[config.mk]
export PLATFORM = sky130hd
export DESIGN_NAME = fifo_rd_stream_adapter_flat
export DESIGN_NICKNAME = d
export VERILOG_FILES = /design/src/rtl/fifo_rd_stream_adapter_if.sv /design/src/rtl/fifo_rd_stream_adapter.sv /design/src/flat_wrapper.sv
export SDC_FILE = /design/constraint.sdc
export NUM_CORES = 1
export LEC_CHECK = 0
export ABC_AREA = 1
export CORE_MARGIN = 1.5
export CORE_UTILIZATION = 30
export CTS_BUF_LIST = sky130_fd_sc_hd__clkbuf_2 sky130_fd_sc_hd__clkbuf_4 sky130_fd_sc_hd__clkbuf_8
export DETAILED_ROUTE_END_ITERATION = 10
export PLACE_DENSITY_LB_ADDON = 0.3
export SYNTH_ARGS = -nofsm -noshare
export SYNTH_HDL_FRONTEND = slang
export SYNTH_SLANG_ARGS = --single-unit
export TNS_END_PERCENT = 10
[constraint.sdc]
create_clock -name r_clk -period 1.5 [get_ports r_clk]
set_input_delay 0.225 -clock r_clk [delete_from_list [all_inputs] [get_ports r_clk]]
set_output_delay 0.225 -clock r_clk [all_outputs]
set_load 0.03 [all_outputs]
[src/rtl/fifo_rd_stream_adapter_if.sv]
// Read-side bundle between the async FIFO, the stream adapter and the stream consumer.
// The "master" modport is the adapter's view: it pops the FIFO and sources the stream.
// The "slave" modport is the opposite view: the FIFO read port plus the stream consumer.
interface fifo_rd_stream_adapter_if #(
  parameter int unsigned MEMORY_WIDTH = 8
);
  // FIFO first-word-fall-through read port
  logic                    fifo_r_empty;
  logic [MEMORY_WIDTH-1:0] fifo_rdata;
  logic                    fifo_r_en;
  // Registered valid/ready stream
  logic                    m_valid;
  logic [MEMORY_WIDTH-1:0] m_data;
  logic                    m_ready;

  modport master (
    input  fifo_r_empty,
    input  fifo_rdata,
    output fifo_r_en,
    output m_valid,
    output m_data,
    input  m_ready
  );

  modport slave (
    output fifo_r_empty,
    output fifo_rdata,
    input  fifo_r_en,
    input  m_valid,
    input  m_data,
    output m_ready
  );
endinterface

[src/rtl/fifo_rd_stream_adapter.sv]
// Read-domain adapter from a FWFT FIFO read port to a registered valid/ready stream.
// A 2-entry skid buffer (head + skid) decouples m_ready from fifo_r_en, so the pop
// strobe depends only on FIFO empty, flush and buffer occupancy. A synchronous flush
// discards the buffered words without touching the FIFO.
// Optional popped-word counter (pop_cnt/cnt_clr) is built when FIFO_RD_STREAM_CNT_EN
// is defined.
module fifo_rd_stream_adapter #(
  parameter int unsigned MEMORY_WIDTH = 8
`ifdef FIFO_RD_STREAM_CNT_EN
  , parameter int unsigned CNT_WIDTH = 16
`endif
) (
  input  logic                      r_clk,
  input  logic                      rrst_n,
  input  logic                      flush,
  output logic [1:0]                level,
`ifdef FIFO_RD_STREAM_CNT_EN
  input  logic                      cnt_clr,
  output logic [CNT_WIDTH-1:0]      pop_cnt,
`endif
  fifo_rd_stream_adapter_if.master  bus
);

  typedef enum logic [1:0] {
    StEmpty = 2'd0,
    StOne   = 2'd1,
    StTwo   = 2'd2
  } occ_e;

  occ_e                    occ_q, occ_d;
  logic [MEMORY_WIDTH-1:0] head_q, head_d;
  logic [MEMORY_WIDTH-1:0] skid_q, skid_d;
  logic                    pop;
  logic                    acc;

  // Pop only when there is room; reset gating keeps the strobe low while reset is held.
  assign pop = rrst_n & ~bus.fifo_r_empty & ~flush & (occ_q != StTwo);
  assign acc = bus.m_valid & bus.m_ready;

  assign bus.fifo_r_en = pop;
  assign bus.m_valid   = (occ_q != StEmpty);
  assign bus.m_data    = head_q;
  assign level         = occ_q;

  // Next occupancy and storage contents; flush wins over everything else.
  always_comb begin
    occ_d  = occ_q;
    head_d = head_q;
    skid_d = skid_q;
    if (flush) begin
      occ_d = StEmpty;
    end else begin
      unique case (occ_q)
        StEmpty: begin
          if (pop) begin
            head_d = bus.fifo_rdata;
            occ_d  = StOne;
          end
        end
        StOne: begin
          if (pop && acc) begin
            head_d = bus.fifo_rdata;
          end else if (pop) begin
            skid_d = bus.fifo_rdata;
            occ_d  = StTwo;
          end else if (acc) begin
            occ_d = StEmpty;
          end
        end
        StTwo: begin
          if (acc) begin
            head_d = skid_q;
            occ_d  = StOne;
          end
        end
        default: occ_d = StEmpty;
      endcase
    end
  end

  // Buffer state registers; reset drops buffered words immediately.
  always_ff @(posedge r_clk or negedge rrst_n) begin
    if (!rrst_n) begin
      occ_q  <= StEmpty;
      head_q <= '0;
      skid_q <= '0;
    end else begin
      occ_q  <= occ_d;
      head_q <= head_d;
      skid_q <= skid_d;
    end
  end

`ifdef FIFO_RD_STREAM_CNT_EN
  logic [CNT_WIDTH-1:0] cnt_q, cnt_d;

  // Popped-word count; a clear overrides a same-cycle increment, wraps naturally.
  always_comb begin
    cnt_d = cnt_q;
    if (cnt_clr) begin
      cnt_d = '0;
    end else if (pop) begin
      cnt_d = cnt_q + CNT_WIDTH'(1);
    end
  end

  // Counter register.
  always_ff @(posedge r_clk or negedge rrst_n) begin
    if (!rrst_n) begin
      cnt_q <= '0;
    end else begin
      cnt_q <= cnt_d;
    end
  end

  assign pop_cnt = cnt_q;
`endif

endmodule

[src/flat_wrapper.sv]
// flat-port wrapper written by rule: the top's interface ports become plain ports
module fifo_rd_stream_adapter_flat 
#(
  parameter int unsigned MEMORY_WIDTH = 8

)
  (r_clk, rrst_n, flush, level, bus_fifo_r_empty, bus_fifo_rdata, bus_fifo_r_en, bus_m_valid, bus_m_data, bus_m_ready);
  fifo_rd_stream_adapter_if #(.MEMORY_WIDTH(MEMORY_WIDTH)) bus_i ();
  input  logic r_clk;
  input  logic rrst_n;
  input  logic flush;
  output logic [1:0] level;
  input wire logic [$bits(bus_i.fifo_r_empty)-1:0] bus_fifo_r_empty;
  input wire logic [$bits(bus_i.fifo_rdata)-1:0] bus_fifo_rdata;
  output wire logic [$bits(bus_i.fifo_r_en)-1:0] bus_fifo_r_en;
  output wire logic [$bits(bus_i.m_valid)-1:0] bus_m_valid;
  output wire logic [$bits(bus_i.m_data)-1:0] bus_m_data;
  input wire logic [$bits(bus_i.m_ready)-1:0] bus_m_ready;
  assign bus_i.fifo_r_empty = bus_fifo_r_empty;
  assign bus_i.fifo_rdata = bus_fifo_rdata;
  assign bus_fifo_r_en = bus_i.fifo_r_en;
  assign bus_m_valid = bus_i.m_valid;
  assign bus_m_data = bus_i.m_data;
  assign bus_i.m_ready = bus_m_ready;
  fifo_rd_stream_adapter #(.MEMORY_WIDTH(MEMORY_WIDTH)) u_core (.r_clk(r_clk), .rrst_n(rrst_n), .flush(flush), .level(level), .bus(bus_i));
endmodule
==> results.sh, run 1 <==
export IMPL_outcome="completed"
export IMPL_dieArea_mm2=0.00367
export IMPL_vias=904
export IMPL_numCtsBuffers=3
export IMPL_cellPowerDensity_mw_per_mm2=1040
export IMPL_post_route_clock_skew_ns=0.00692
export IMPL_gpl_final_weighted_congestion=0.833
export IMPL_crit_path_end_kind="output port"
export IMPL_largest_net_degree_at_the_start_of_global_routing=14
export IMPL_finish_instance_area_mm2=0.00138
export IMPL_crit_required_ns=1.27
export IMPL_final_slew_violations=0
export IMPL_syn_to_final_growth_pct=38.3
export IMPL_worstPathBufferInverterCount=2
export IMPL_antenna_found_initial=0
export IMPL_die_y_um=60.6
export IMPL_drv_cap=0
export IMPL_gr_total_overflow=0
export IMPL_syn_nets=134
export IMPL_timing_final_crit_share_pct=96.1
export IMPL_portBuffers=24
export IMPL_ff_latch_area_um2=453
export IMPL_global_route_usage_met2_pct=22.6
export IMPL_use_met1_pct=16.8
export IMPL_fraction_of_layout_cells_with_a_size_suffix_above_1_pct=24.8
export IMPL_synth_cell_area_um2=996
export IMPL_finalHoldWorstSlack_ns=0.371
export IMPL_critPathMaxStageDelay_ns=0.50
export IMPL_critical_path_class="flip-flop to output port"
export IMPL_vias_in_the_first_global_route=871
export IMPL_cts_tree="built"
export IMPL_drt_iter0_drc=63
export IMPL_timing_critical_path_from_type="flip-flop"
export IMPL_drtAntennaViolNets=0
export IMPL_worst_slew_pin_slew_ns=0.314
export IMPL_clock_pin_slew_of_the_registers_on_the_worst_case_setup_and_hold_paths_ns=0.10
export IMPL_synth_seq_cells=18
export IMPL_routed_wire_length_per_instance_um=10.9
export IMPL_cts_path_max_buffers=2
export IMPL_detailedRoute_firstPassIterationCount=4
export IMPL_num_antenna_cells=0
export IMPL_rows=20
export IMPL_sum_of_negative_setup_slack_ns=0
export IMPL_leakagePower_nw=0.732
export IMPL_initial_utilization_pct=32.1
export IMPL_fill_cells=329
export IMPL_worst_skew_pair_late_latency_ns=0.29
export IMPL_grt_total_usage_pct=13.7
export IMPL_yosysSeqAreaShare_pct=45.2
export IMPL_h_tree_depth=1
export IMPL_synthesis_warning_total=0
export IMPL_avgViaCountPerCell=4.50
export IMPL_grt_pass1_wl_mm=3.75
export IMPL_worstPathArrival_ns=1.22
export IMPL_vdd_drop_max_uv=290
export IMPL_syn_avg_cell_area_um2=8.23
export IMPL_critical_path_top_delay_family="flip-flops"
export IMPL_period_minus_slack_ns=1.44
export IMPL_floorplan_core_area_mm2=0.00310
export IMPL_timing_slew_headroom_pct=79.2
export IMPL_use_met3_pct=2.77
export IMPL_critical_path_peak_fanout=6
export IMPL_timing_hold_worst_class="input pin to async pin"
export IMPL_instance_count_of_the_mapped_netlist=121
export IMPL_nNetsFinal=171
export IMPL_path_cells="nand2_8 -> nand3_4 -> inv_4 -> buf_6"
export IMPL_final_hold_violation_count=0
export IMPL_die_width_um=60.6
export IMPL_routed_wl_mm=2.19
export IMPL_finalSetupViolCount=0
export IMPL_synth_lib_cells_used_distinct=20
export IMPL_max_clock_freq_mhz=694
export IMPL_cts_sinks=18
export IMPL_worst_path_max_delay_cell="sky130_fd_sc_hd__dfrtp_2"
export IMPL_dpl_hpwl_mm=1.76
export IMPL_design_portCount=25
export IMPL_place_area_mm2=0.00132
export IMPL_remaining_drc_errors=0
export IMPL_clock_root_buffer="sky130_fd_sc_hd__clkbuf_4"
export IMPL_most_crowded_layer_gr="met2"
export IMPL_multi_input_area_um2=472
==> per-stage QoR <==
step / util, % / worst slack (ns) / power, mW / cells
3_5_place_dp: 42.7 / -0.0607 / 1.20 / 195
4_1_cts: 43.5 / -0.0280 / 1.44 / 199
6_report: 44.4 / 0.0591 / 1.43 / 201
3_3_place_gp: 42.7 / -0.0276 / 1.19 / 195
2_1_floorplan: - / 0.0424 / 0.950 / 121
5_1_grt: 44.4 / -0.0880 / 1.53 / 201
==> cells in the mapped netlist (all sizes together) <==
cell    instances  area share, %
nand2          50             23
nand3          20             12
o31ai           1           0.75
o211ai          1           0.75
o21ai           3            1.5
dfrtp          18             45
inv            11            4.9
nor3            1            1.6
nor2            8            3.8
buf             3            2.8
a21oi           5            3.6
==> what timing repair did <==
item	CTS	global route
resized for setup	10	6
hold buffers	0	0
setup endpoints to repair	11	2
buffers inserted	0	2
==> worst register-to-register path, delay by kind of cell, from the launching register on <==
kind	cells	cell delay, ns
buffers and inverters	3	0.33
DFF	1	0.46
and+or+nand+nor	5	0.35
AOI/OAI and AO/OA	1	0.17
==> cell families after synthesis <==
| kind of cell | synth area share, % |
|---|---|
| flops | 45.2 |
| buf+inv | 7.66 |
| compound gates | 6.66 |
| simple gates | 40.5 |
==> power by group <==
group / internal [mW] / leakage (nW) / total (mW) / switching, mW
combinational: 0.180 / 0.491 / 0.498 / 0.318
sequential: 0.589 / 0.219 / 0.641 / 0.0517
clock: 0.148 / 0.0210 / 0.296 / 0.148
total: 0.917 / 0.732 / 1.43 / 0.517
==> layer usage <==
layer | share of wire [%] | up-vias
li1 | - | 458
met1 | 45 | 405
met2 | 48 | 35
met3 | 4.3 | 6
met4 | 2.3 | 0
met5 | 0 | -
==> area by class of cell <==
type                       count  area share [%]
timing repair buffer          35            22.3
sequential                    18            32.9
inverter                      11            3.91
multi-input combinational     89            34.2
clock buffer                   4            2.63
tap                           44            4.00
==> worst paths after layout <==
| check | startpoint | to | slack, ns | depth (start not counted) |
|---|---|---|---|---|
| min in group r_clk | u_core.bus.m_data[5] | u_core.bus.m_data[5] | 0.47 | 2 |
| min reg2reg | u_core.bus.m_data[5] | u_core.bus.m_data[5] | 0.47 | 2 |
| max | u_core.level[1] | bus_fifo_r_en | 0.06 | 4 |
| max in group asynchronous | rrst_n | u_core.level[1] | 0.98 | 2 |
| max reg2reg | u_core.level[0] | u_core.bus.m_data[3] | 0.07 | 9 |
| min | rrst_n | u_core.level[0] | 0.37 | 2 |
==> registers in the layout, indices dropped and copies added, names as in the netlist <==
name	count
u_core.bus.m_data	8
u_core.level	2
u_core.skid_q	8
==> placed cells by master (no fill, tap or decap), drive strengths merged <==
cell type,n
a21oi,5
buf,14
clkbuf,4
clkdlybuf4s50,12
clkinv,2
dfrtp,18
dlygate4sd2,9
inv,9
nand2,50
nand3,20
nor2,8
nor3,1
o211ai,1
o21ai,3
o31ai,1
(Power assumes the default switching activity.)
==> inputs of run 2 (changes only) <==
--- a/config.mk
+++ b/config.mk
@@ -11,6 +11,7 @@
 export CTS_BUF_LIST = sky130_fd_sc_hd__clkbuf_2 sky130_fd_sc_hd__clkbuf_4 sky130_fd_sc_hd__clkbuf_8
 export DETAILED_ROUTE_END_ITERATION = 10
 export PLACE_DENSITY_LB_ADDON = 0.3
+export REMOVE_ABC_BUFFERS = 1
 export SYNTH_ARGS = -nofsm -noshare
 export SYNTH_HDL_FRONTEND = slang
 export SYNTH_SLANG_ARGS = --single-unit
==> run 2 against run 1 <==
Routed wire length rose by 4.1%. Combinational power about the same. Clock skew down 0.0046 ns. Non-clock buffer count increased by 3. Via count unchanged.
==> results.sh, run 2 (synthesis results as in run 1) <==
export IMPL_die_y_um=60.6
export IMPL_most_common_layout_cells="sky130_fd_sc_hd__nand2_1 (44), sky130_fd_sc_hd__nand3_1 (18), sky130_fd_sc_hd__buf_4 (17), sky130_fd_sc_hd__dfrtp_1 (16), sky130_fd_sc_hd__clkdlybuf4s50_1 (12)"
export IMPL_layout_cells_most_common="sky130_fd_sc_hd__nand2_1"
export IMPL_antenna_found_initial=0
export IMPL_cts_path_max_buffers=2
export IMPL_period_minus_slack_ns=1.47
export IMPL_max_clock_freq_mhz=682
export IMPL_nNetsFinal=174
export IMPL_outcome="completed"
export IMPL_grt_total_usage_pct=13.6
export IMPL_multi_input_area_um2=469
export IMPL_global_route_usage_met2_pct=19.7
export IMPL_placedCellCount=192
export IMPL_drv_cap=0
export IMPL_place_area_mm2=0.00130
export IMPL_detailedRoute_firstPassIterationCount=4
export IMPL_sum_of_negative_setup_slack_ns=0
export IMPL_vias=904
export IMPL_vdd_drop_max_uv=592
export IMPL_timing_critical_path_from="u_core.level[0]"
export IMPL_num_antenna_cells=0
export IMPL_timing_final_crit_share_pct=97.7
export IMPL_grt_pass1_wl_mm=3.65
export IMPL_cellPowerDensity_mw_per_mm2=1040
export IMPL_clock_pin_slew_of_the_registers_on_the_worst_case_setup_and_hold_paths_ns=0.11
export IMPL_die_width_um=60.6
export IMPL_finish_instance_area_mm2=0.00139
export IMPL_cts_sinks=18
export IMPL_syn_to_final_growth_pct=40.0
export IMPL_gr_total_overflow=0
export IMPL_dpl_hpwl_mm=1.65
export IMPL_finish_cell_count_without_fillers=204
export IMPL_use_met3_pct=4.48
export IMPL_use_met1_pct=19.5
export IMPL_avgViaCountPerCell=4.43
export IMPL_worst_r2r_endpoint="u_core.skid_q[1]"
export IMPL_gpl_final_weighted_congestion=0.769
export IMPL_worstPathArrival_ns=1.24
export IMPL_rsz_0062_raised_after_global_routing="yes"
export IMPL_worstPathBufferInverterCount=3
export IMPL_worst_slew_pin_slew_ns=0.305
export IMPL_ff2ff_path_depth=5
export IMPL_remaining_drc_errors=0
export IMPL_worst_skew_pair_late_latency_ns=0.30
export IMPL_timing_critical_path_from_type="flip-flop"
export IMPL_finalSetupViolCount=0
export IMPL_numCtsBuffers=3
export IMPL_largest_net_degree_at_the_start_of_global_routing=19
export IMPL_critical_path_top_delay_family="flip-flops"
export IMPL_path_cells="clkinv_4 -> nand2_8 -> nand3_4 -> inv_4 -> buf_6"
export IMPL_ff_latch_area_um2=453
export IMPL_portBuffers=24
export IMPL_final_slew_violations=0
export IMPL_design_portCount=25
export IMPL_critical_path_peak_fanout=7
export IMPL_crit_path_end_kind="output port"
export IMPL_layout_core_utilization_pct=44.9
export IMPL_rows=20
export IMPL_dieArea_mm2=0.00367
export IMPL_final_hold_violation_count=0
export IMPL_timing_hold_worst_class="input pin to async pin"
export IMPL_floorplan_core_area_mm2=0.00310
export IMPL_cts_tree="built"
export IMPL_critPathMaxStageDelay_ns=0.43
export IMPL_leakagePower_nw=0.743
export IMPL_most_crowded_layer_gr="met2"
export IMPL_timing_slew_headroom_pct=79.8
export IMPL_initial_utilization_pct=32.1
export IMPL_crit_required_ns=1.27
export IMPL_h_tree_depth=1
export IMPL_clock_root_buffer="sky130_fd_sc_hd__clkbuf_4"
export IMPL_r2r_slack_ns=0.13
export IMPL_fraction_of_layout_cells_with_a_size_suffix_above_1_pct=26.3
export IMPL_routed_wire_length_per_instance_um=11.2
export IMPL_worst_path_max_delay_cell="sky130_fd_sc_hd__dfrtp_2"
export IMPL_r2r_start="u_core.level[1]"
export IMPL_critical_path_class="flip-flop to output port"
export IMPL_drt_iter0_drc=23
export IMPL_routed_wl_mm=2.28
export IMPL_vias_in_the_first_global_route=767
export IMPL_drtAntennaViolNets=0
export IMPL_post_route_clock_skew_ns=0.00233
export IMPL_fill_cells=314
run 2: layer usage:
metal | vias to the layer above | wire [um]
met5 | - | 0
met4 | 0 | 23
met3 | 4 | 125
met2 | 20 | 1040
met1 | 413 | 1090
li1 | 467 | -
run 2: layout make-up:
class	count	area share (%)
multi-input cells	89	33.7
flip-flops and latches	18	32.5
repair buffers	38	23.6
well taps	44	3.95
inverters	11	3.68
clock buffers	4	2.60
run 2: worst register-to-register path, stage by stage, from the launching register on:
cell                      delay [ns]
sky130_fd_sc_hd__dfrtp_2        0.50
sky130_fd_sc_hd__buf_4          0.20
sky130_fd_sc_hd__nor3_4         0.23
sky130_fd_sc_hd__nand2_4        0.16
sky130_fd_sc_hd__nor2_1         0.15
sky130_fd_sc_hd__a21oi_2        0.04
run 2: worst max path at each step:
stage                           end  slack, ns  cells after the start
2_1_floorplan  u_core.bus.m_data[0]      -0.05                      7
5_1_grt               bus_fifo_r_en      -0.04                      5
3_5_place_dp   u_core.bus.m_data[1]      -0.05                      8
6_report              bus_fifo_r_en       0.03                      5
4_1_cts               bus_fifo_r_en      -0.06                      4
3_3_place_gp   u_core.bus.m_data[6]      -0.04                      8
run 2: metrics by stage:
| step | total power, mW | hold WS, ns | worst slack [ns] |
|---|---|---|---|
| 6_report | 1.45 | 0.412 | 0.0347 |
| 5_1_grt | 1.55 | 0.434 | -0.0386 |
| 4_1_cts | 1.45 | 0.419 | -0.0584 |
| 3_5_place_dp | 1.20 | 0.460 | -0.0492 |
| 3_3_place_gp | 1.19 | 0.459 | -0.0372 |
| 2_1_floorplan | 0.949 | -0.0706 | -0.0496 |
run 2: repair_timing:
item	4_1_cts	5_1_grt
setup buffers	0	8
cloned	0	0
gates resized for setup	10	5
pin swaps	0	1
endpoints found under the setup margin	10	8
hold buffers	0	0
run 2: report_power, final:
part	total, mW	internal (mW)	switching, mW
Clock	0.308	0.148	0.160
Combinational	0.500	0.183	0.318
Sequential	0.642	0.589	0.0531
==> inputs of run 3 (changes only) <==
==> constraint.sdc (replaced) <==
create_clock -name r_clk -period 1.2 [get_ports r_clk]
set_input_delay 0.18 -clock r_clk [delete_from_list [all_inputs] [get_ports r_clk]]
set_output_delay 0.18 -clock r_clk [all_outputs]
set_load 0.03 [all_outputs]
==> run 3 against run 2 <==
The flow now finishes with violations (setup timing). Via count is 5.3% higher. Power is 32% higher. Combinational power is 44% higher. Routed wire length is 9.0% higher. Sequential power is 26% higher. Global-route usage is 2.2 points higher. Sequential cell count stayed put. Clock-buffer cell count stayed put. Final area is 9.5% higher. Critical path type unchanged. Critical endpoint is now bus_m_valid.
==> results.sh, run 3 (synthesis results as in run 1) <==
export IMPL_outcome="finished, violations left"
export IMPL_violations="setup timing"
export IMPL_design_portCount=25
export IMPL_timing_critical_path_from_type="flip-flop"
export IMPL_cts_path_max_buffers=2
export IMPL_vias_in_the_first_global_route=1018
export IMPL_timing_hold_worst_class="input pin to async pin"
export IMPL_die_y_um=60.6
export IMPL_post_route_clock_skew_ns=0.00395
export IMPL_initial_utilization_pct=32.1
export IMPL_drt_iter0_drc=42
export IMPL_largest_net_degree_at_the_start_of_global_routing=19
export IMPL_antenna_found_initial=0
export IMPL_clock_pin_slew_of_the_registers_on_the_worst_case_setup_and_hold_paths_ns=0.10
export IMPL_critical_path_class="flip-flop to output port"
export IMPL_power_combinational_fraction_pct=37.7
export IMPL_routed_wl_mm=2.48
export IMPL_clock_root_buffer="sky130_fd_sc_hd__clkbuf_4"
export IMPL_vdd_drop_max_uv=422
export IMPL_cts_sinks=18
export IMPL_finalSetupViolCount=22
export IMPL_routed_wl_met2_mm=1.20
export IMPL_nNetsFinal=182
export IMPL_switching_power_share_of_the_total_pct=36.2
export IMPL_vias=952
export IMPL_remaining_drc_errors=0
export IMPL_rows=20
export IMPL_grt_total_usage_pct=15.8
export IMPL_final_slew_violations=0
export IMPL_most_common_layout_cells="sky130_fd_sc_hd__nand2_1 (42), sky130_fd_sc_hd__buf_4 (27), sky130_fd_sc_hd__nand3_1 (17), sky130_fd_sc_hd__dfrtp_1 (16), sky130_fd_sc_hd__clkdlybuf4s50_1 (12)"
export IMPL_gpl_final_weighted_congestion=0.782
export IMPL_period_minus_slack_ns=1.37
export IMPL_crit_required_ns=1.02
export IMPL_postLayoutSetupSlackWorst_ns=-0.165
export IMPL_fraction_of_layout_cells_with_a_size_suffix_above_1_pct=39.3
export IMPL_cellPowerDensity_mw_per_mm2=1250
export IMPL_max_clock_freq_mhz=732
export IMPL_critical_path_peak_fanout=5
export IMPL_floorplan_core_area_mm2=0.00310
export IMPL_multi_input_area_um2=543
export IMPL_ff2ff_path_depth=8
export IMPL_worst_slew_pin_slew_ns=0.314
export IMPL_wl_met3_um=131
export IMPL_worstPathArrival_ns=1.19
export IMPL_highest_layer_used_for_signal_routing="met4"
export IMPL_drtAntennaViolNets=0
export IMPL_numCtsBuffers=3
export IMPL_place_area_mm2=0.00134
export IMPL_power_sequential_fraction_pct=42.5
export IMPL_layout_cells_most_common="sky130_fd_sc_hd__nand2_1"
export IMPL_crit_path_end_kind="output port"
export IMPL_dpl_hpwl_mm=1.79
export IMPL_final_hold_violation_count=0
export IMPL_ff_latch_area_um2=453
export IMPL_drv_cap=0
export IMPL_fill_cells=314
export IMPL_h_tree_depth=1
export IMPL_syn_to_final_growth_pct=53.3
export IMPL_timing_final_crit_share_pct=114
export IMPL_worst_skew_pair_late_latency_ns=0.30
export IMPL_leakagePower_nw=0.788
export IMPL_detailedRoute_firstPassIterationCount=4
export IMPL_dieArea_mm2=0.00367
export IMPL_gr_total_overflow=0
export IMPL_timing_slew_headroom_pct=79.0
export IMPL_rsz_0062_raised_after_global_routing="yes"
export IMPL_sum_of_negative_setup_slack_ns=-2.21
export IMPL_layout_core_utilization_pct=49.2
export IMPL_met1Wirelength_mm=1.12
export IMPL_finalHoldWorstSlack_ns=0.386
export IMPL_grt_pass1_wl_mm=4.36
export IMPL_avgViaCountPerCell=4.49
export IMPL_cts_tree="built"
export IMPL_p_switching_uw=691
export IMPL_finish_instance_area_mm2=0.00153
export IMPL_power_frac_clock_pct=19.8
export IMPL_die_width_um=60.6
export IMPL_p_int_mw=1.22
export IMPL_portBuffers=24
export IMPL_num_antenna_cells=0
export IMPL_routed_wire_length_per_instance_um=11.7
-- run 3: changes by cell type in the layout (fill, tap and decap cells not counted), sizes merged --
cell         delta
inv             +2
clkinv          -1
dlygate4sd2     -8
nand2           +1
buf            +14
-- run 3: timing repair --
action / CTS / global route
setup endpoints to repair: 22 / 22
pin swaps: 4 / 2
hold buffers: 0 / 0
resized for setup: 10 / 16
setup buffers: 5 / 1
gates cloned: 1 / 1
hold endpoints to repair: 0 / 0
-- run 3: critical path: stages (launching register included) --
cell and delay, ns:
sky130_fd_sc_hd__dfrtp_2 0.51, sky130_fd_sc_hd__nor2_4 0.13, sky130_fd_sc_hd__buf_6 0.10, sky130_fd_sc_hd__inv_2 0.03
sky130_fd_sc_hd__buf_6 0.12
-- run 3: final cells by class --
cell class / count / area share [%]
repair buffers: 44 / 24.8
well taps: 44 / 3.61
repair inverters: 1 / 0.410
clock buffers: 4 / 2.38
flip-flops and latches: 18 / 29.7
inverters: 11 / 3.52
multi-input cells: 90 / 35.6
-- run 3: through the flow --
stage | setup WS, ns | power, mW | instances
after floorplan | -0.350 | 1.19 | 118
after global placement | -0.298 | 1.47 | 200
after detailed placement | -0.333 | 1.48 | 200
after CTS | -0.176 | 1.89 | 210
after global routing | -0.217 | 2.04 | 212
final | -0.165 | 1.91 | 212
-- run 3: routing by layer --
metal | GRT usage [%] | up-vias
met5 | 0 | -
met3 | 4.05 | 4
met4 | 6.21 | 0
met1 | 20.3 | 438
li1 | - | 483
met2 | 25.7 | 27
-- run 3: power groups by stage --
stage	registers [mW]	clock network (mW)	logic [mW]
2_1_floorplan	0.994	0	0.192
3_3_place_gp	0.819	0	0.655
3_5_place_dp	0.820	0	0.663
4_1_cts	0.809	0.390	0.690
5_1_grt	0.830	0.422	0.793
6_report	0.811	0.377	0.720
-- run 3: path summary, 6_finish.rpt --
kind / start / end / slack, ns
max in group asynchronous: rrst_n / u_core.level[0] / 0.60
worst min-delay path: rrst_n / u_core.skid_q[1] / 0.39
min in group r_clk: bus_fifo_rdata[2] / u_core.skid_q[2] / 0.46
worst min register to register: u_core.bus.m_data[1] / u_core.bus.m_data[1] / 0.48
worst max register to register: u_core.level[1] / u_core.bus.m_data[2] / -0.13
worst max-delay path: u_core.level[1] / bus_m_valid / -0.17
